## config.mk

```make
export PLATFORM = sky130hd
export DESIGN_NAME = regfile_wb_sched_flat
export DESIGN_NICKNAME = d
export VERILOG_FILES = /design/src/rtl/cpu_pkg.sv /design/src/rtl/regfile_wb_sched_if.sv /design/src/rtl/regfile_wb_sched_rr_arb2.sv /design/src/rtl/regfile_wb_sched.sv /design/src/flat_wrapper.sv
export SDC_FILE = /design/constraint.sdc
export NUM_CORES = 1
export LEC_CHECK = 0
export ABC_AREA = 1
export CAP_MARGIN = 20
export CELL_PAD_IN_SITES_DETAIL_PLACEMENT = 0
export CELL_PAD_IN_SITES_GLOBAL_PLACEMENT = 1
export CORE_ASPECT_RATIO = 1.1
export CORE_MARGIN = 5
export CORE_UTILIZATION = 30
export CTS_CLUSTER_SIZE = 24
export DETAILED_ROUTE_END_ITERATION = 8
export PLACE_DENSITY = 0.92
export REMOVE_ABC_BUFFERS = 1
export SYNTH_ARGS = -nofsm -noshare
export SYNTH_HDL_FRONTEND = slang
export SYNTH_SLANG_ARGS = --single-unit
export TNS_END_PERCENT = 30
```

## constraint.sdc

```tcl
create_clock -name clk -period 2.47 [get_ports clk]
set_input_delay 0.3705 -clock clk [delete_from_list [all_inputs] [get_ports clk]]
set_output_delay 0.3705 -clock clk [all_outputs]
set_load 0.05 [all_outputs]
```

## src/rtl/cpu_pkg.sv

```systemverilog
// Shared CPU constants: register-file geometry, PC index and write-back source encoding.
// Reused by decode, the register file and the write-back scheduler.
package cpu_pkg;

    localparam int unsigned NREG = 16;
    localparam int unsigned DW   = 32;
    localparam int unsigned AW   = $clog2(NREG);

    localparam logic [AW-1:0] REG_PC = 4'd15;

    typedef enum logic {
        WB_ALU = 1'b0,
        WB_MEM = 1'b1
    } wb_src_e;

    // ldrb data: low byte, zero-extended to the full data width
    function automatic logic [DW-1:0] zext_byte(input logic [DW-1:0] d);
        return {{(DW - 8){1'b0}}, d[7:0]};
    endfunction

endpackage

```

## src/rtl/regfile_wb_sched_if.sv

```systemverilog
// Handshake bundle between execute/memory, decode and the write-back scheduler.
// The scheduler takes the slave side; producers and the register file take the master side.
interface regfile_wb_sched_if #(
    parameter int unsigned NREG = 16,
    parameter int unsigned DW   = 32
);
    localparam int unsigned AW = $clog2(NREG);

    logic            alu_valid;
    logic [AW-1:0]   alu_wa;
    logic [DW-1:0]   alu_wd;
    logic            alu_ready;

    logic            mem_valid;
    logic [AW-1:0]   mem_wa;
    logic [DW-1:0]   mem_wd;
    logic            mem_byte;
    logic            mem_ready;

    logic            issue_valid;
    logic [AW-1:0]   issue_wa;
    logic            issue_ready;

    logic            we;
    logic [AW-1:0]   wa;
    logic [DW-1:0]   wd;
    logic [NREG-1:0] busy;
    logic            err;

    modport slave (
        input  alu_valid, alu_wa, alu_wd,
        output alu_ready,
        input  mem_valid, mem_wa, mem_wd, mem_byte,
        output mem_ready,
        input  issue_valid, issue_wa,
        output issue_ready,
        output we, wa, wd, busy, err
    );

    modport master (
        output alu_valid, alu_wa, alu_wd,
        input  alu_ready,
        output mem_valid, mem_wa, mem_wd, mem_byte,
        input  mem_ready,
        output issue_valid, issue_wa,
        input  issue_ready,
        input  we, wa, wd, busy, err
    );

endinterface

```

## src/rtl/regfile_wb_sched_rr_arb2.sv

```systemverilog
// Two-requester round-robin arbiter; the pointer remembers the last granted requester
// and only moves when the caller signals that the grant was actually taken.
module rr_arb2 (
    input  logic       clk,
    input  logic       reset,
    input  logic [1:0] req,
    input  logic       adv,
    output logic [1:0] gnt
);

    logic last_q, last_d;

    always_comb begin
        gnt = 2'b00;
        unique case (req)
            2'b01:   gnt = 2'b01;
            2'b10:   gnt = 2'b10;
            2'b11:   gnt = last_q ? 2'b01 : 2'b10;
            default: gnt = 2'b00;
        endcase
    end

    always_comb begin
        last_d = last_q;
        if (adv) begin
            last_d = gnt[1];
        end
    end

    // Reset to "last = 1" so requester 0 wins the first conflict
    always_ff @(posedge clk) begin
        if (reset) begin
            last_q <= 1'b1;
        end else begin
            last_q <= last_d;
        end
    end

endmodule

```

## src/rtl/regfile_wb_sched.sv

```systemverilog
// Write-back scheduler: arbitrates ALU and load results onto the register-file write port
// and tracks outstanding destinations in a busy scoreboard.
module regfile_wb_sched
    import cpu_pkg::*;
#(
    parameter int unsigned NREG = cpu_pkg::NREG,
    parameter int unsigned DW   = cpu_pkg::DW
) (
    input logic               clk,
    input logic               reset,
    regfile_wb_sched_if.slave bus
);

    localparam int unsigned RegAw = $clog2(NREG);

    logic [1:0]       req;
    logic [1:0]       gnt;
    logic             xfer;
    logic             issue_xfer;
    wb_src_e          src;

    logic             we_q, we_d;
    logic [RegAw-1:0] wa_q, wa_d;
    logic [DW-1:0]    wd_q, wd_d;
    logic [NREG-1:0]  busy_q, busy_d;
    logic             err_q, err_d;

    assign req = {bus.mem_valid, bus.alu_valid};

    rr_arb2 u_arb (
        .clk   (clk),
        .reset (reset),
        .req   (req),
        .adv   (xfer),
        .gnt   (gnt)
    );

    assign bus.alu_ready = gnt[0] & ~reset;
    assign bus.mem_ready = gnt[1] & ~reset;
    assign xfer          = (bus.alu_valid & bus.alu_ready) | (bus.mem_valid & bus.mem_ready);
    assign src           = gnt[1] ? WB_MEM : WB_ALU;

    // A register whose write lands this cycle may be re-issued immediately
    assign bus.issue_ready = ~reset &
                             (~busy_q[bus.issue_wa] | (we_q & (wa_q == bus.issue_wa)));
    assign issue_xfer      = bus.issue_valid & bus.issue_ready;

    always_comb begin
        we_d = xfer;
        wa_d = wa_q;
        wd_d = wd_q;
        if (xfer) begin
            unique case (src)
                WB_ALU: begin
                    wa_d = bus.alu_wa;
                    wd_d = bus.alu_wd;
                end
                WB_MEM: begin
                    wa_d = bus.mem_wa;
                    wd_d = bus.mem_byte ? zext_byte(bus.mem_wd) : bus.mem_wd;
                end
            endcase
        end
    end

    // Clear before set so an issue on the retiring register keeps it busy
    always_comb begin
        busy_d = busy_q;
        err_d  = err_q;
        if (we_q) begin
            busy_d[wa_q] = 1'b0;
            if (!busy_q[wa_q]) begin
                err_d = 1'b1;
            end
        end
        if (issue_xfer) begin
            busy_d[bus.issue_wa] = 1'b1;
        end
    end

    always_ff @(posedge clk) begin
        if (reset) begin
            we_q   <= 1'b0;
            wa_q   <= '0;
            wd_q   <= '0;
            busy_q <= '0;
            err_q  <= 1'b0;
        end else begin
            we_q   <= we_d;
            wa_q   <= wa_d;
            wd_q   <= wd_d;
            busy_q <= busy_d;
            err_q  <= err_d;
        end
    end

    assign bus.we   = we_q;
    assign bus.wa   = wa_q;
    assign bus.wd   = wd_q;
    assign bus.busy = busy_q;
    assign bus.err  = err_q;

endmodule
```

## src/flat_wrapper.sv

```systemverilog
// flat-port wrapper written by rule: the top's interface ports become plain ports
module regfile_wb_sched_flat import cpu_pkg::*;
#(
    parameter int unsigned NREG = cpu_pkg::NREG,
    parameter int unsigned DW   = cpu_pkg::DW
)
  (clk, reset, bus_alu_valid, bus_alu_wa, bus_alu_wd, bus_alu_ready, bus_mem_valid, bus_mem_wa, bus_mem_wd, bus_mem_byte, bus_mem_ready, bus_issue_valid, bus_issue_wa, bus_issue_ready, bus_we, bus_wa, bus_wd, bus_busy, bus_err);
  regfile_wb_sched_if #(.NREG(NREG), .DW(DW)) bus_i ();
  input logic clk;
  input logic reset;
  input wire logic [$bits(bus_i.alu_valid)-1:0] bus_alu_valid;
  input wire logic [$bits(bus_i.alu_wa)-1:0] bus_alu_wa;
  input wire logic [$bits(bus_i.alu_wd)-1:0] bus_alu_wd;
  output wire logic [$bits(bus_i.alu_ready)-1:0] bus_alu_ready;
  input wire logic [$bits(bus_i.mem_valid)-1:0] bus_mem_valid;
  input wire logic [$bits(bus_i.mem_wa)-1:0] bus_mem_wa;
  input wire logic [$bits(bus_i.mem_wd)-1:0] bus_mem_wd;
  input wire logic [$bits(bus_i.mem_byte)-1:0] bus_mem_byte;
  output wire logic [$bits(bus_i.mem_ready)-1:0] bus_mem_ready;
  input wire logic [$bits(bus_i.issue_valid)-1:0] bus_issue_valid;
  input wire logic [$bits(bus_i.issue_wa)-1:0] bus_issue_wa;
  output wire logic [$bits(bus_i.issue_ready)-1:0] bus_issue_ready;
  output wire logic [$bits(bus_i.we)-1:0] bus_we;
  output wire logic [$bits(bus_i.wa)-1:0] bus_wa;
  output wire logic [$bits(bus_i.wd)-1:0] bus_wd;
  output wire logic [$bits(bus_i.busy)-1:0] bus_busy;
  output wire logic [$bits(bus_i.err)-1:0] bus_err;
  assign bus_i.alu_valid = bus_alu_valid;
  assign bus_i.alu_wa = bus_alu_wa;
  assign bus_i.alu_wd = bus_alu_wd;
  assign bus_alu_ready = bus_i.alu_ready;
  assign bus_i.mem_valid = bus_mem_valid;
  assign bus_i.mem_wa = bus_mem_wa;
  assign bus_i.mem_wd = bus_mem_wd;
  assign bus_i.mem_byte = bus_mem_byte;
  assign bus_mem_ready = bus_i.mem_ready;
  assign bus_i.issue_valid = bus_issue_valid;
  assign bus_i.issue_wa = bus_issue_wa;
  assign bus_issue_ready = bus_i.issue_ready;
  assign bus_we = bus_i.we;
  assign bus_wa = bus_i.wa;
  assign bus_wd = bus_i.wd;
  assign bus_busy = bus_i.busy;
  assign bus_err = bus_i.err;
  regfile_wb_sched #(.NREG(NREG), .DW(DW)) u_core (.clk(clk), .reset(reset), .bus(bus_i));
endmodule
```

=== Yosys cells after proc, flatten, opt, wreduce, memory -nomap -nowiden ===
Index checks and enable logic that the tools add are counted.

* Flip-flop bits (word level): 55
* Input port bits: 82

* Magnitude comparators: 4
* Equal/unequal tests: 4
* Mux-type cells: 16
* Bitwise operators: 16
* Reductions and logical operators: 3

{| class="wikitable"
|+ Operators with widths
! cell !! count
|-
| 32-bit case mux with 2 select lines || 1
|-
| 16-bit two-way mux || 2
|-
| 32-bit two-way mux || 1
|-
| 16-bit AND || 1
|-
| 16-bit inverter || 1
|-
| 16-bit bitwise OR || 1
|-
| 4-bit by 5-bit < comparator with 1-bit output, second input constant || 2
|-
| 1-bit binary-select mux with 4-bit select || 2
|-
| 1-bit demux with 4-bit select || 2
|-
| 4-bit by 1-bit greater-or-equal comparator with 1-bit output, second input constant || 2
|-
| 4-bit case mux with 2 select lines || 1
|-
| 1-bit AND || 7
|-
| 2-bit case mux with 3 select lines || 1
|-
| 1-bit two-way mux || 5
|-
| 2-bit == test, second input constant || 2
|-
| 4-bit == test || 1
|-
| 1-bit inverter || 4
|-
| 2-bit by 1-bit == test with 1-bit output, second input constant || 1
|-
| 1-bit logical AND || 2
|-
| 2-bit two-way mux || 1
|-
| 1-bit bitwise OR || 2
|-
| 2-bit AND reduction || 1
|}

=== Depth between registers and ports, before layout ===
Gate-level depths: netlist of run 1.

* Depth in word-level cells: 9
* Gate-level depth with buffers: 12

=== Hierarchy ===
From an unflattened synthesis of run 1, not the netlist that was laid out.

* Cells, all modules: 407
* Area, all modules: 2803.9 um^2

{| class="wikitable"
|+ By module, submodules not included
! module !! instances !! cells each !! area each (um^2)
|-
| regfile_wb_sched || 1 || 398 || 2745.1
|-
| rr_arb2 || 1 || 9 || 58.8
|}

=== Worst setup path before layout of run 1 ===
Ideal clock, no wire load.

* Path kind: in2out
* Start: input bus_alu_valid
* End: output bus_alu_ready
* Data arrival time: 1846 ps
* Slack: 253 ps
* Stages on the path: 5
* Path buffers: 1
* Cell sequence: nand2_1 -> nand2_1 -> inv_2 -> clkbuf_1 -> nor3_1

* Word-level cells in the longest chain between the ends: 3
* Elaborated cells on any way between the ends: 5
* Those cells by class: eq/ne (3); mux (1); bitwise (1)

{| class="wikitable"
|+ RTL lines
! what !! RTL line !! RTL
|-
| from (decl) || flat_wrapper.sv:11 || <nowiki>input wire logic [$bits(bus_i.alu_valid)-1:0] bus_alu_valid;</nowiki>
|-
| 2-bit == test / 2-bit by 1-bit == test with 1-bit output (equally long branches) || regfile_wb_sched_rr_arb2.sv:15 || <nowiki>unique case (req)</nowiki>
|-
| 2-bit case mux with 3 select lines (*) || regfile_wb_sched_rr_arb2.sv:15 ||
|-
| 1-bit AND (*) || regfile_wb_sched.sv:38 || <nowiki>assign bus.alu_ready = gnt[0] & ~reset;</nowiki>
|-
| to (decl) || flat_wrapper.sv:14 || <nowiki>output wire logic [$bits(bus_i.alu_ready)-1:0] bus_alu_ready;</nowiki>
|}

Mark *: on every way between the ends. The rest lies on a longest branch, timed or not.

=== Worst setup path after layout of run 1 ===
* Start: input bus_issue_wa[0]
* End: output bus_issue_ready

* Word-level cells in the longest chain between the ends: 5
* Elaborated cells on any way between the ends: 7
* Those cells by class: eq/ne (1); mux (2); bitwise (4)

{| class="wikitable"
|+ RTL lines
! what !! RTL line !! RTL
|-
| from (decl) || flat_wrapper.sv:21 || <nowiki>input wire logic [$bits(bus_i.issue_wa)-1:0] bus_issue_wa;</nowiki>
|-
| 1-bit binary-select mux with 4-bit select || regfile_wb_sched.sv:45 || <nowiki>(~busy_q[bus.issue_wa] | (we_q & (wa_q == bus.issue_wa)));</nowiki>
|-
| 1-bit two-way mux (not written as such) || regfile_wb_sched.sv:45 ||
|-
| 1-bit inverter || regfile_wb_sched.sv:45 ||
|-
| 1-bit bitwise OR (*) || regfile_wb_sched.sv:45 ||
|-
| 1-bit AND (*) || regfile_wb_sched.sv:44 || <nowiki>assign bus.issue_ready = ~reset &</nowiki>
|-
| to (decl) || flat_wrapper.sv:22 || <nowiki>output wire logic [$bits(bus_i.issue_ready)-1:0] bus_issue_ready;</nowiki>
|}

Mark *: on every way between the ends. The rest lies on a longest branch, timed or not. The select of a mux whose other input is x is not followed.

==> results of run 1 <==
[metrics by stage]
step	hold WS, ns	util, %	instance area [µm²]	power [mW]	TNS (ns)
after global routing	0.524	47.5	4450	2.37	0
final	0.487	47.5	4450	2.26	0
after detailed placement	0.471	46.5	4350	1.73	0
after CTS	0.495	47.5	4450	2.28	0
after global placement	0.459	46.5	4350	1.73	0
after floorplan	0.440	-	2680	1.37	-2.88
[layout by cell type (no fill, tap or decap)]
| cell | Yosys | layout |
|---|---|---|
| sky130_fd_sc_hd__nor2_2 | 0 | 2 |
| sky130_fd_sc_hd__a22oi_1 | 8 | 8 |
| sky130_fd_sc_hd__buf_4 | 1 | 11 |
| sky130_fd_sc_hd__a21oi_1 | 29 | 29 |
| sky130_fd_sc_hd__o22ai_1 | 5 | 5 |
| sky130_fd_sc_hd__o31ai_1 | 3 | 3 |
| sky130_fd_sc_hd__nand2_2 | 2 | 2 |
| sky130_fd_sc_hd__a21boi_0 | 1 | 1 |
| sky130_fd_sc_hd__xnor2_1 | 1 | 1 |
| sky130_fd_sc_hd__o21ai_4 | 1 | 1 |
| sky130_fd_sc_hd__and2_2 | 1 | 1 |
| sky130_fd_sc_hd__nor2_1 | 57 | 55 |
| sky130_fd_sc_hd__nand4_1 | 17 | 17 |
| sky130_fd_sc_hd__clkdlybuf4s50_1 | 0 | 135 |
| sky130_fd_sc_hd__nand3_1 | 32 | 32 |
| sky130_fd_sc_hd__o41ai_1 | 11 | 11 |
| sky130_fd_sc_hd__dfxtp_1 | 55 | 55 |
| sky130_fd_sc_hd__clkbuf_1 | 17 | 1 |
| sky130_fd_sc_hd__inv_1 | 19 | 19 |
| sky130_fd_sc_hd__nor3_1 | 4 | 4 |
| sky130_fd_sc_hd__a31oi_1 | 12 | 12 |
| sky130_fd_sc_hd__inv_2 | 2 | 2 |
| sky130_fd_sc_hd__o21ai_0 | 47 | 47 |
| sky130_fd_sc_hd__clkbuf_8 | 5 | 7 |
| sky130_fd_sc_hd__buf_12 | 1 | 4 |
| sky130_fd_sc_hd__nand2_1 | 75 | 75 |
[sequential cells by signal, indices dropped and copies added, names as in the netlist]
| register | count |
|---|---|
| u_core.bus.wd | 32 |
| u_core.bus.we | 1 |
| u_core.bus.wa | 4 |
| u_core.u_arb.last_q | 1 |
| u_core.bus.err | 1 |
| u_core.bus.busy | 16 |
[cell families (layout without fill, tap and decap cells)]
family                 after synthesis  after routing  share of synthesized area (%)
AO/OA/AOI/OAI                      117            117                           23.9
flip-flops                          55             55                           38.2
buffers and inverters               51            179                           9.65
AND/OR/NAND/NOR                    188            188                           27.9
XOR/XNOR                             1              1                          0.304
[area by class of cell]
class / instances / area [µm²] / area share, %
inverters: 21 / 78.8 / 1.77
well taps: 117 / 146 / 3.29
flip-flops and latches: 55 / 1100 / 24.8
multi-input cells: 306 / 1510 / 33.9
repair buffers: 150 / 1510 / 34.1
clock buffers: 8 / 100 / 2.25
[layer usage]
metal	part of all wire (%)	global-route usage, %
met1	40	21.5
met2	46	29.3
met3	13	7.64
met4	1.2	4.15
met5	0	0
[power breakdown]
| group | internal, mW | switching [mW] | leakage [nW] |
|---|---|---|---|
| combinational | 0.288 | 0.433 | 1.19 |
| sequential | 0.944 | 0.0448 | 0.453 |
| clock | 0.257 | 0.293 | 0.0515 |
[worst max-delay path by stage]
stage	to	slack (ns)	cells after the start
final	bus_issue_ready	0.13	11
after global routing	bus_issue_ready	0.02	11
after CTS	bus_issue_ready	0.12	11
after detailed placement	bus_issue_ready	0.13	11
after global placement	bus_issue_ready	0.17	11
after floorplan	bus_alu_ready	-0.45	4
[worst min-delay path: stages, from the launching register on]
cell,delay [ns]
sky130_fd_sc_hd__dfxtp_1,0.34
sky130_fd_sc_hd__nor2_1,0.05
sky130_fd_sc_hd__nor2_1,0.07
==> results.md, run 1 <==
- The floorplan step set the die height to around 110 µm.
- The maximum ir drop on the vdd rail is 0.000294 V.
- TritonCTS built the clock tree.
- Detailed placement finished with a half-perimeter wire length of slightly below 8000 µm.
- The cell taking the most area after synthesis is sky130_fd_sc_hd__dfxtp_1.
- The length in cells of the worst reg-to-reg path is 8.
- The area growth from synthesis to layout is 54.4%.
- The routability congestion estimate is roughly 0.88.
- The clock sink count is 55.
- On the final layout, the worst clock skew is approximately 0.0054 ns.
- Measured against its own limit, the worst slew margin works out to 49.6%.
- The count of max-cap constraint violations is 0.
- The worst setup path is of the in -> out kind.
- The final critical-path required period is 2.34 ns.
- The first-pass detailed-route iteration total is 7.
- The origin of the worst min-delay path is u_core.bus.err$_SDFFE_PP0P_.
- After detailed routing, the number of remaining DRC violations is 0.
- The number of failing hold endpoints at the final stage came to 0.
- The final critical-path setup slack is between 0.1 and 0.15 ns.
- The fraction of post-synthesis cell area in the top cell type by area is between 30% and 40%.
- The main flop type after synthesis is sky130_fd_sc_hd__dfxtp_1.
- The number of non-filler instances in the completed layout is between 600 and 700.
- The number of standard-cell rows in the floorplan is 37.
- The first global-routing pass estimated 16900 µm of wire.
- The repair_antennas step left the layout with diodes totalling 0.
- In this run the clock root is driven by a sky130_fd_sc_hd__clkbuf_8.
- In this run, post-CTS hold repair placed 0 buffers.
- The cell with the most instances on the worst path is sky130_fd_sc_hd__nand2_1.
- The cell area that synthesis handed to floorplanning was ~0.0029 mm².
- Pin placement for this block handled between 100 and 150 I/O pins.
- Fill cells in the final layout number 941.
- The most common cell in the synthesized netlist is sky130_fd_sc_hd__nand2_1.
- The synthesized netlist contains 27 unique library cells.
- Setup repair after global routing left no endpoint under its margin.
- The share of the yosys chip area belonging to registers is 38.2%.
- After the first detailed-routing iteration, the DRC count stood at 170.
- The floorplan step defined a die boundary enclosing 0.0117 mm².
- For this design the static power due to leakage is between 1.5 and 2 nW.
- The number of input and output port buffers inserted is about 140.
- The run finished with clean final reports.
- Counting instances in the post-synthesis netlist gives the leading cell types as sky130_fd_sc_hd__nand2_1, sky130_fd_sc_hd__nor2_1, sky130_fd_sc_hd__dfxtp_1, sky130_fd_sc_hd__o21ai_0, sky130_fd_sc_hd__nand3_1.
- Of all nets on the critical path, the largest fanout is 11.
- The maximum number of pins on one net before global-route repair is 50.
- The kind of cell adding the most delay to the critical path is buffers and inverters.
- Data on the critical path arrives at its endpoint at about 2 ns.
- The register-to-register setup slack is 0.80 ns.
- The number of buffers inserted during clock tree synthesis is 5.
- The clock-pin slew on the worst setup and hold paths is ~0.1 ns.
- The global-route congestion overflow total is 0.
- The slowest cell on the critical path is sky130_fd_sc_hd__clkdlybuf4s50_1.
- The total of flip-flops plus latches after synthesis is 55.
- The number of antenna violations at the first check in global routing came to 0.
- At the end of the flow, the number of nets in the layout was between 600 and 700.
- For this run, asynchronously set or reset flops after synthesis account for 0%.
- By area the synthesized netlist is led by sky130_fd_sc_hd__dfxtp_1, sky130_fd_sc_hd__nand2_1, sky130_fd_sc_hd__o21ai_0.
- The number of warnings printed during yosys synthesis is 0.
- In this run the standard cell core region covers just over 0.009 mm².
- The worst hold path was traced through 2 stages.
- The deepest level of the CTS H-tree is 2.
- The total wire length is roughly 10000 µm.
- The via count normalized by instance count is 5.27.
- Post-CTS repair changed the size of 0 cells.
- The via count of the first global-routing pass is approximately 3400.
- The number of setup buffers added after CTS is 0.
- For the pin with the worst max-slew slack, the measured transition is approximately 0.76 ns.
- The startpoint identified for the worst register-to-register timing path is u_core.bus.wa[1]$_SDFFE_PP0P_.
- On the worst path, the slowest cell contributes a delay of 0.60 ns.
- The proportion of layout cells with a drive suffix above 1 is about 5.6%.
- The worst setup path is captured at an output port.
- The origin of the worst setup path is bus_issue_wa[0].
- Of the available clock period, the critical path in the final layout requires a little over nine tenths.
- The starting density of the core is about 31%.
- The synthesized design contains 0 enable-type register cells.
- The detail route stage leaves a number of antenna-violating nets equal to 0.
- Counting along the longest clock path gives a buffer depth of 2.
- The global router's overall resource usage is 17.9%.
- Traced cell by cell, the critical path runs through clkdlybuf4s50_1 -> inv_2 -> nand2_1 -> nand2_1 -> nand2_1 -> nand2_1 -> nand2_2 -> nand2_2 -> o21ai_4 -> and2_2 -> buf_4.
- The number of buffers and inverters on the critical path is 3.
- The power density over the cells is a little over 500 mW/mm².
- Derived from the worst setup path, the maximum achievable clock frequency is about 430 MHz.
- The number of cells produced by synthesis is a little over 400.
- The type of the tightest min-delay check is reg -> reg.
- The number of pins exceeding their max-slew limit in the final report came to 0.
- The final route contains roughly 3500 vias.
- The average footprint of a synthesized cell is about 7.0 µm².
- The setup slack after placement is around 0.13 ns.
- After detailed placement, the design holds a cell count of 649.
- Setup violations remaining at the end of the flow were counted as 0.
- The endpoint of the lowest-slack register-to-register path is u_core.bus.busy[14]$_SDFF_PP0_.
- STA puts the critical path data required time at ~2.1 ns.
- From left edge to right edge, the die measures between 100 and 150 µm.
- STA classifies the critical path startpoint as a primary input.
- After detailed routing, the average wire length per cell comes to ~16 µm.
- The clock latency on the worst-skew pair is approximately 0.31 ns.
- The path with the worst hold slack has its endpoint at u_core.bus.err$_SDFFE_PP0P_.
Note: power is estimated with default switching activity, not from simulation.
==> inputs of run 2 (changes only) <==
RECOVER_POWER = 25   (was unset)
==> run 2 against run 1 <==
Hold slack is essentially flat; maximum frequency shrank 0.21%; worst setup slack lost 0.0049 ns; critical path depth is the same; global-route usage is the same; clock-buffer cell count is the same; sequential cell count is the same; critical path type unchanged; critical endpoint unchanged.
==> results.md, run 2 (synthesis results as in run 1) <==
- STA classifies the critical path endpoint as an output port.
- Walking the worst path, the cells encountered are clkdlybuf4s50_1 -> inv_2 -> nand2_1 -> nand2_1 -> nand2_1 -> nand2_1 -> nand2_2 -> nand2_2 -> o21ai_4 -> and2_2 -> buf_4.
- The kind of cell adding the most delay to the critical path is buffers and inverters.
- The final critical-path required period came to 2.35 ns (+0.00488 ns).
- The number of input and output port buffers inserted is 138 (unchanged).
- The routability congestion estimate is 0.882 (unchanged).
- The clock-pin slew on the worst setup and hold paths was 0.10 ns (about the same).
- The biggest fanout along the worst timing path came to 11 (unchanged).
- The number of setup buffers added after CTS is 0 (unchanged).
- The die width was 103 µm (unchanged).
- The number of nets in the layout is 621 (unchanged).
- The fmax is 426 MHz (-0.21%).
- The worst hold slack after final layout is 0.487 ns (+0.000143 ns).
- The total wire length is 10500 µm (+0.16%).
- The maximum single-stage delay on the critical path is 0.60 ns (about the same).
- The maximum number of pins on one net before global-route repair is 50 (unchanged).
- The number of antenna cells inserted is 0 (unchanged).
- The worst endpoint required time is 2.10 ns (about the same).
- The slowest cell on the critical path is sky130_fd_sc_hd__clkdlybuf4s50_1.
- The top-level I/O count came to 139 (unchanged).
- The deepest level of the CTS H-tree is 2 (unchanged).
- The clock sink count is 55 (unchanged).
- The via count of the first global-routing pass is 3426 (unchanged).
- The ratio of final minimum period to clock period is 95.1% (+0.20 points).
- The core area came to 0.00935 mm² (unchanged).
- Setup repair after global routing left no endpoint under its margin.
- The data arrival time of the critical path is 1.98 ns (about the same).
- The combined area of the multi-input logic cells was 0.00150 mm² (-0.17%).
- The DRC violation count after routing is 0 (unchanged).
- The post-route setup TNS is 0 ns (unchanged).
- The number of antenna violations at the first check in global routing is 0 (unchanged).
- The number of standard-cell rows in the floorplan was 37 (unchanged).
- The worst hold path belongs to the class reg -> reg.
- The post-detailed-route count of antenna-violating nets was 0 (unchanged).
- The clock latency on the worst-skew pair was 0.31 ns (about the same).
- The flow ran to the end, and the final reports show no timing, DRC or antenna violations.
- The TritonCTS clock tree is built.
- The number of pins exceeding their max-slew limit in the final report is 0 (unchanged).
- The count of max-cap constraint violations is 0 (unchanged).
- The via count is 3453 (-0.29%).
- The first-pass detailed-route iteration total is 7 (unchanged).
- The number of failing hold endpoints at the final stage is 0 (unchanged).
- The number of fill cells is 942 (+0.11%).
- The global-route congestion overflow total is 0 (unchanged).
- Leaving out fill and tap cells, the most frequent cells in the layout are sky130_fd_sc_hd__clkdlybuf4s50_1, sky130_fd_sc_hd__nand2_1, sky130_fd_sc_hd__nor2_1, sky130_fd_sc_hd__dfxtp_1, sky130_fd_sc_hd__o21ai_0.
- The total of endpoints with negative setup slack in the final report is 0 (unchanged).
- The worst max-slew margin expressed relative to the limit came to 49.3% (-0.31 points).
- The clock tree root buffer cell is sky130_fd_sc_hd__clkbuf_8.
- The quantity of gates resized following cts is 0 (unchanged).
- The maximum ir drop on the vdd rail was 0.000293 V (-0.18%).
- The maximum count of clock buffers along a single path is 2 (unchanged).
- The synthesis-to-finish area growth is 53.7%.
- The most frequent standard cell in the layout excluding fill and tap cells is sky130_fd_sc_hd__clkdlybuf4s50_1.
- The sequential cell area is 0.00110 mm² (unchanged).
- The category of the worst setup path launch point is a primary input.
- The overall die area was 0.0117 mm² (unchanged).
- The setup clock skew after layout is 0.00539 ns (-0.00000488 ns).
- The global router's overall resource usage was 17.9% (unchanged).
- The starting density of the core is 30.8% (unchanged).
- The static leakage power was 1.69 nW (-0.21%).
- The proportion of layout cells with a drive suffix above 1 is 5.19% (-0.37 points).
- The total of hold buffers inserted after clock tree synthesis is 0 (unchanged).
- The register-to-register setup slack is 0.80 ns (about the same).
- The number of buffers inserted during clock tree synthesis is 5 (unchanged).
- The cell with the most instances on the worst path is sky130_fd_sc_hd__nand2_1.
- The number of flip-flops in the largest register was 32 (unchanged).
- The wire length per cell after detailed routing came to 16.0 µm (+0.16%).
- The placed wire-length estimate after detailed placement is 7850 µm (unchanged).
- The start-to-end type of the worst setup path is in -> out.
- The first-iteration detailed-routing DRC count is 167 (-1.8%).
- The first-pass GRT wire length is 16900 µm (unchanged).
- The power density over the cells is 509 mW/mm² (+0.18%).
- The via count normalized by instance count came to 5.26 (-0.29%).
- The measured slew at the worst slew-check pin is 0.760 ns (+0.00458 ns).
- The number of buffers and inverters on the critical path was 3 (unchanged).
- The vertical die dimension is 113 µm (unchanged).
## run 2: changes by cell type in the layout (fill, tap and decap cells not counted), sizes merged
| cell | delta |
|---|---|
| buf | -2 |
| clkbuf | +2 |
| clkdlybuf4s50 | -2 |
| dlygate4sd3 | +2 |
## run 2: metrics by stage
step	std cells	util, %	total power, mW	cell area, µm²	setup slack [ns]
CTS	657	47.5	2.28	4450	0.116
global placement	649	46.5	1.73	4350	0.173
floorplan	382	-	1.37	2680	-0.452
detailed placement	649	46.5	1.73	4350	0.126
global route	657	47.3	2.36	4430	0.0165
finish	657	47.3	2.25	4430	0.121
## run 2: power by group
part,switching (mW),internal (mW)
registers,0.0449,0.944
clock network,0.292,0.257
logic,0.431,0.283
## run 2: path summary, 6_finish.rpt
check,start,endpoint,depth (start not counted)
min,u_core.bus.err$_SDFFE_PP0P_,u_core.bus.err$_SDFFE_PP0P_,2
max,bus_issue_wa[0],bus_issue_ready,11
max reg2reg,u_core.bus.wa[1]$_SDFFE_PP0P_,u_core.bus.busy[14]$_SDFF_PP0_,8
min reg2reg,u_core.bus.err$_SDFFE_PP0P_,u_core.bus.err$_SDFFE_PP0P_,2
## run 2: final cells by class
cell class              count  area share, %
multi-input cells         306           34.0
clock buffers               8           2.26
flip-flops and latches     55           24.9
inverters                  21           1.78
repair buffers            150           33.8
well taps                 117           3.31
## run 2: worst min-delay path: cells and delay by family, from the launching register on
kind | cells | cell delay [ns]
DFF | 1 | 0.34
and+or+nand+nor | 2 | 0.12
## run 2: metal layers
layer | global-route usage, % | up-vias | wire length [µm] | part of all wire (%)
li1 | - | 1678 | - | -
met1 | 21.5 | 1579 | 4220 | 40
met2 | 29.3 | 184 | 4790 | 46
met3 | 7.64 | 12 | 1390 | 13
met4 | 4.15 | 0 | 119 | 1.1
met5 | 0 | - | 0 | 0
==> inputs of run 3 (changes only) <==
CAP_MARGIN = unset   (was 20)
PLACE_DENSITY = 0.91   (was 0.92)
SETUP_SLACK_MARGIN = 0.02   (was unset)
==> run 3 against run 2 <==
First-iteration DRC count grew 9.0%; sequential power is essentially flat; hold slack lost 0.0023 ns; sequential share of layout area rose by 0.14 points; maximum frequency up 4.9%; core utilization decreased by 0.27 points; worst setup slack better by 0.11 ns; design area shrank 0.57%; cell count shrank 0.15%; largest cell class unchanged.
==> results.md, run 3 (synthesis results as in run 1) <==
- The run finished with clean final reports.
- The number of setup buffers added after CTS came to 0 (unchanged).
- The worst hold slack after final layout is 0.485 ns (-0.00232 ns).
- The most frequent standard cell in the layout excluding fill and tap cells is sky130_fd_sc_hd__clkdlybuf4s50_1.
- The total of endpoints with negative setup slack in the final report came to 0 (unchanged).
- The total cell area at the placement stage is 0.00432 mm² (-0.58%).
- The clock-pin slew on the worst setup and hold paths came to 0.09 ns (about the same).
- The tree is rooted in a sky130_fd_sc_hd__clkbuf_8.
- The placed wire-length estimate after detailed placement was 7920 µm (+0.95%).
- The via count normalized by instance count came to 5.30 (+0.88%).
- The total power of the final layout is 2.21 mW (-1.9%).
- The category of the worst setup path launch point is a primary input.
- The biggest fanout along the worst timing path is 11 (unchanged).
- The number of failing hold endpoints at the final stage is 0 (unchanged).
- The number of input and output port buffers inserted is 138 (unchanged).
- The start-to-end type of the worst setup path is in -> out.
- The number of antenna cells inserted came to 0 (unchanged).
- The worst max-slew margin expressed relative to the limit is 49.5% (+0.21 points).
- The number of flip-flops in the largest register is 32 (unchanged).
- The first-pass GRT wire length is 17100 µm (+0.89%).
- The setup clock skew after layout is 0.0137 ns (+0.00826 ns).
- The worst endpoint required time is 2.10 ns (about the same).
- TritonCTS built the clock tree.
- Setup repair after global routing left no endpoint under its margin.
- The busiest metal layer after global routing is met2.
- The worst setup path is captured at an output port.
- The via count of the first global-routing pass is 3536 (+3.2%).
- The total wire length is 10500 µm (-0.12%).
- The starting density of the core came to 30.8% (unchanged).
- The first-iteration detailed-routing DRC count was 182 (+9.0%).
- The startpoint identified for the worst hold timing path is u_core.bus.err$_SDFFE_PP0P_.
- The total of hold buffers inserted after clock tree synthesis is 0 (unchanged).
- The power density over the cells is 502 mW/mm² (-1.3%).
- The number of standard-cell rows in the floorplan was 37 (unchanged).
- The met3 track demand over resource in global routing is 8.20% (+0.55 points).
- The number of antenna violations at the first check in global routing was 0 (unchanged).
- The clock latency on the worst-skew pair was 0.31 ns (about the same).
- The maximum count of clock buffers along a single path is 2 (unchanged).
- The vertical die dimension was 113 µm (unchanged).
- The ratio of final minimum period to clock period is 90.6% (-4.4 points).
- The global router's overall resource usage is 18.1% (+0.26 points).
- The met2 routing resource usage after global routing came to 28.6% (-0.77 points).
- The endpoint of the lowest-slack register-to-register path is u_core.bus.busy[13]$_SDFF_PP0_.
- The routability congestion estimate is 0.912 (+3.4%).
- The overall die area is 0.0117 mm² (unchanged).
- The startpoint identified for the worst register-to-register timing path is u_core.bus.wa[1]$_SDFFE_PP0P_.
- The die width is 103 µm (unchanged).
- The top-level I/O count is 139 (unchanged).
- In the layout the commonest cells are sky130_fd_sc_hd__clkdlybuf4s50_1, sky130_fd_sc_hd__nand2_1, sky130_fd_sc_hd__nor2_1, sky130_fd_sc_hd__dfxtp_1, sky130_fd_sc_hd__o21ai_0.
- The final critical-path required period was 2.24 ns (-0.110 ns).
- The met1 layer usage reported by global route came to 22.2% (+0.79 points).
- The measured slew at the worst slew-check pin is 0.757 ns (-0.00230 ns).
- The global-route congestion overflow total is 0 (unchanged).
- Relative to the synthesized area, the layout overhead comes to 52.8%.
- The maximum ir drop on the vdd rail was 0.000249 V (-15%).
- The static leakage power was 1.68 nW (-0.58%).
- The final cell area excluding filler cells is 0.00440 mm² (-0.57%).
- The maximum number of pins on one net before global-route repair is 39 (-22%).
- For hold timing, the worst endpoint is u_core.bus.err$_SDFFE_PP0P_.
- The count of max-cap constraint violations is 0 (unchanged).
- The type of the tightest min-delay check is reg -> reg.
- The DRC violation count after routing is 0 (unchanged).
- The register-to-register setup slack is 0.82 ns (+0.02 ns).
- The data arrival time of the critical path came to 1.87 ns (-0.11 ns).
- The post-detailed-route count of antenna-violating nets is 0 (unchanged).
- The fmax is 447 MHz (+4.9%).
- The number of cells on the worst hold path is 2 (unchanged).
- The number of nets in the layout is 621 (unchanged).
- The quantity of gates resized following cts is 0 (unchanged).
- The length in cells of the worst reg-to-reg path was 8 (unchanged).
- The via count was 3478 (+0.72%).
- The number of pins exceeding their max-slew limit in the final report is 0 (unchanged).
- The final core area utilization is 47.1% (-0.27 points).
- The first-pass detailed-route iteration total is 4 (-3).
- The proportion of layout cells with a drive suffix above 1 came to 5.19% (+0.0096 points).
- The number of buffers inserted during clock tree synthesis is 5 (unchanged).
- The core area was 0.00935 mm² (unchanged).
- The deepest level of the CTS H-tree is 2 (unchanged).
- The wire length per cell after detailed routing is 16.0 µm (about the same).
- The clock sink count is 55 (unchanged).
## run 3: cell count changes in the layout (fill, tap and decap cells not counted)
cell,before,now
sky130_fd_sc_hd__clkbuf_8,7,6
sky130_fd_sc_hd__dlygate4sd3_1,2,1
sky130_fd_sc_hd__buf_12,3,2
sky130_fd_sc_hd__buf_4,10,11
sky130_fd_sc_hd__clkdlybuf4s50_1,133,134
sky130_fd_sc_hd__clkbuf_1,1,0
sky130_fd_sc_hd__clkinv_2,0,1
## run 3: how the worst max path moves through the flow
stage / end / slack (ns) / startpoint / cells past startpoint
global placement: bus_issue_ready / 0.26 / bus_issue_wa[0] / 11
detailed placement: bus_issue_ready / 0.25 / bus_issue_wa[0] / 11
CTS: bus_issue_ready / 0.24 / bus_issue_wa[0] / 11
floorplan: bus_alu_ready / -0.45 / bus_alu_valid / 4
global route: bus_issue_ready / 0.11 / bus_issue_wa[0] / 11
finish: bus_issue_ready / 0.23 / bus_issue_wa[0] / 8
## run 3: layout make-up
class / count / area, µm²
sequential: 55 / 1100
multi-input combinational: 306 / 1500
clock inverter: 1 / 5.00
tap: 117 / 146
clock buffer: 6 / 82.6
inverter: 21 / 78.8
timing repair buffer: 150 / 1480
fill: 944 / 4950
## run 3: metrics by stage
| step | worst slack, ns | instances | TNS (ns) |
|---|---|---|---|
| 3_3_place_gp | 0.263 | 649 | 0 |
| 2_1_floorplan | -0.452 | 382 | -2.88 |
| 4_1_cts | 0.237 | 656 | 0 |
| 5_1_grt | 0.109 | 656 | 0 |
| 3_5_place_dp | 0.245 | 649 | 0 |
| 6_report | 0.231 | 656 | 0 |
## run 3: critical path, stage by stage
cell	delay, ns
sky130_fd_sc_hd__clkdlybuf4s50_1	0.49
sky130_fd_sc_hd__buf_4	0.18
sky130_fd_sc_hd__nor2_1	0.06
sky130_fd_sc_hd__nor3_1	0.13
sky130_fd_sc_hd__nand4_1	0.18
sky130_fd_sc_hd__o21ai_4	0.10
sky130_fd_sc_hd__and2_2	0.15
sky130_fd_sc_hd__buf_4	0.19
## run 3: power breakdown
part           internal, mW  switching [mW]
combinational         0.281           0.432
clock                 0.221           0.290
sequential            0.944          0.0424
total                  1.45           0.764
## run 3: per-layer routing
metal / vias up / wire length (µm)
met2: 168 / 4780
li1: 1690 / -
met1: 1603 / 4220
met5: - / 0
met3: 17 / 1330
met4: 0 / 158
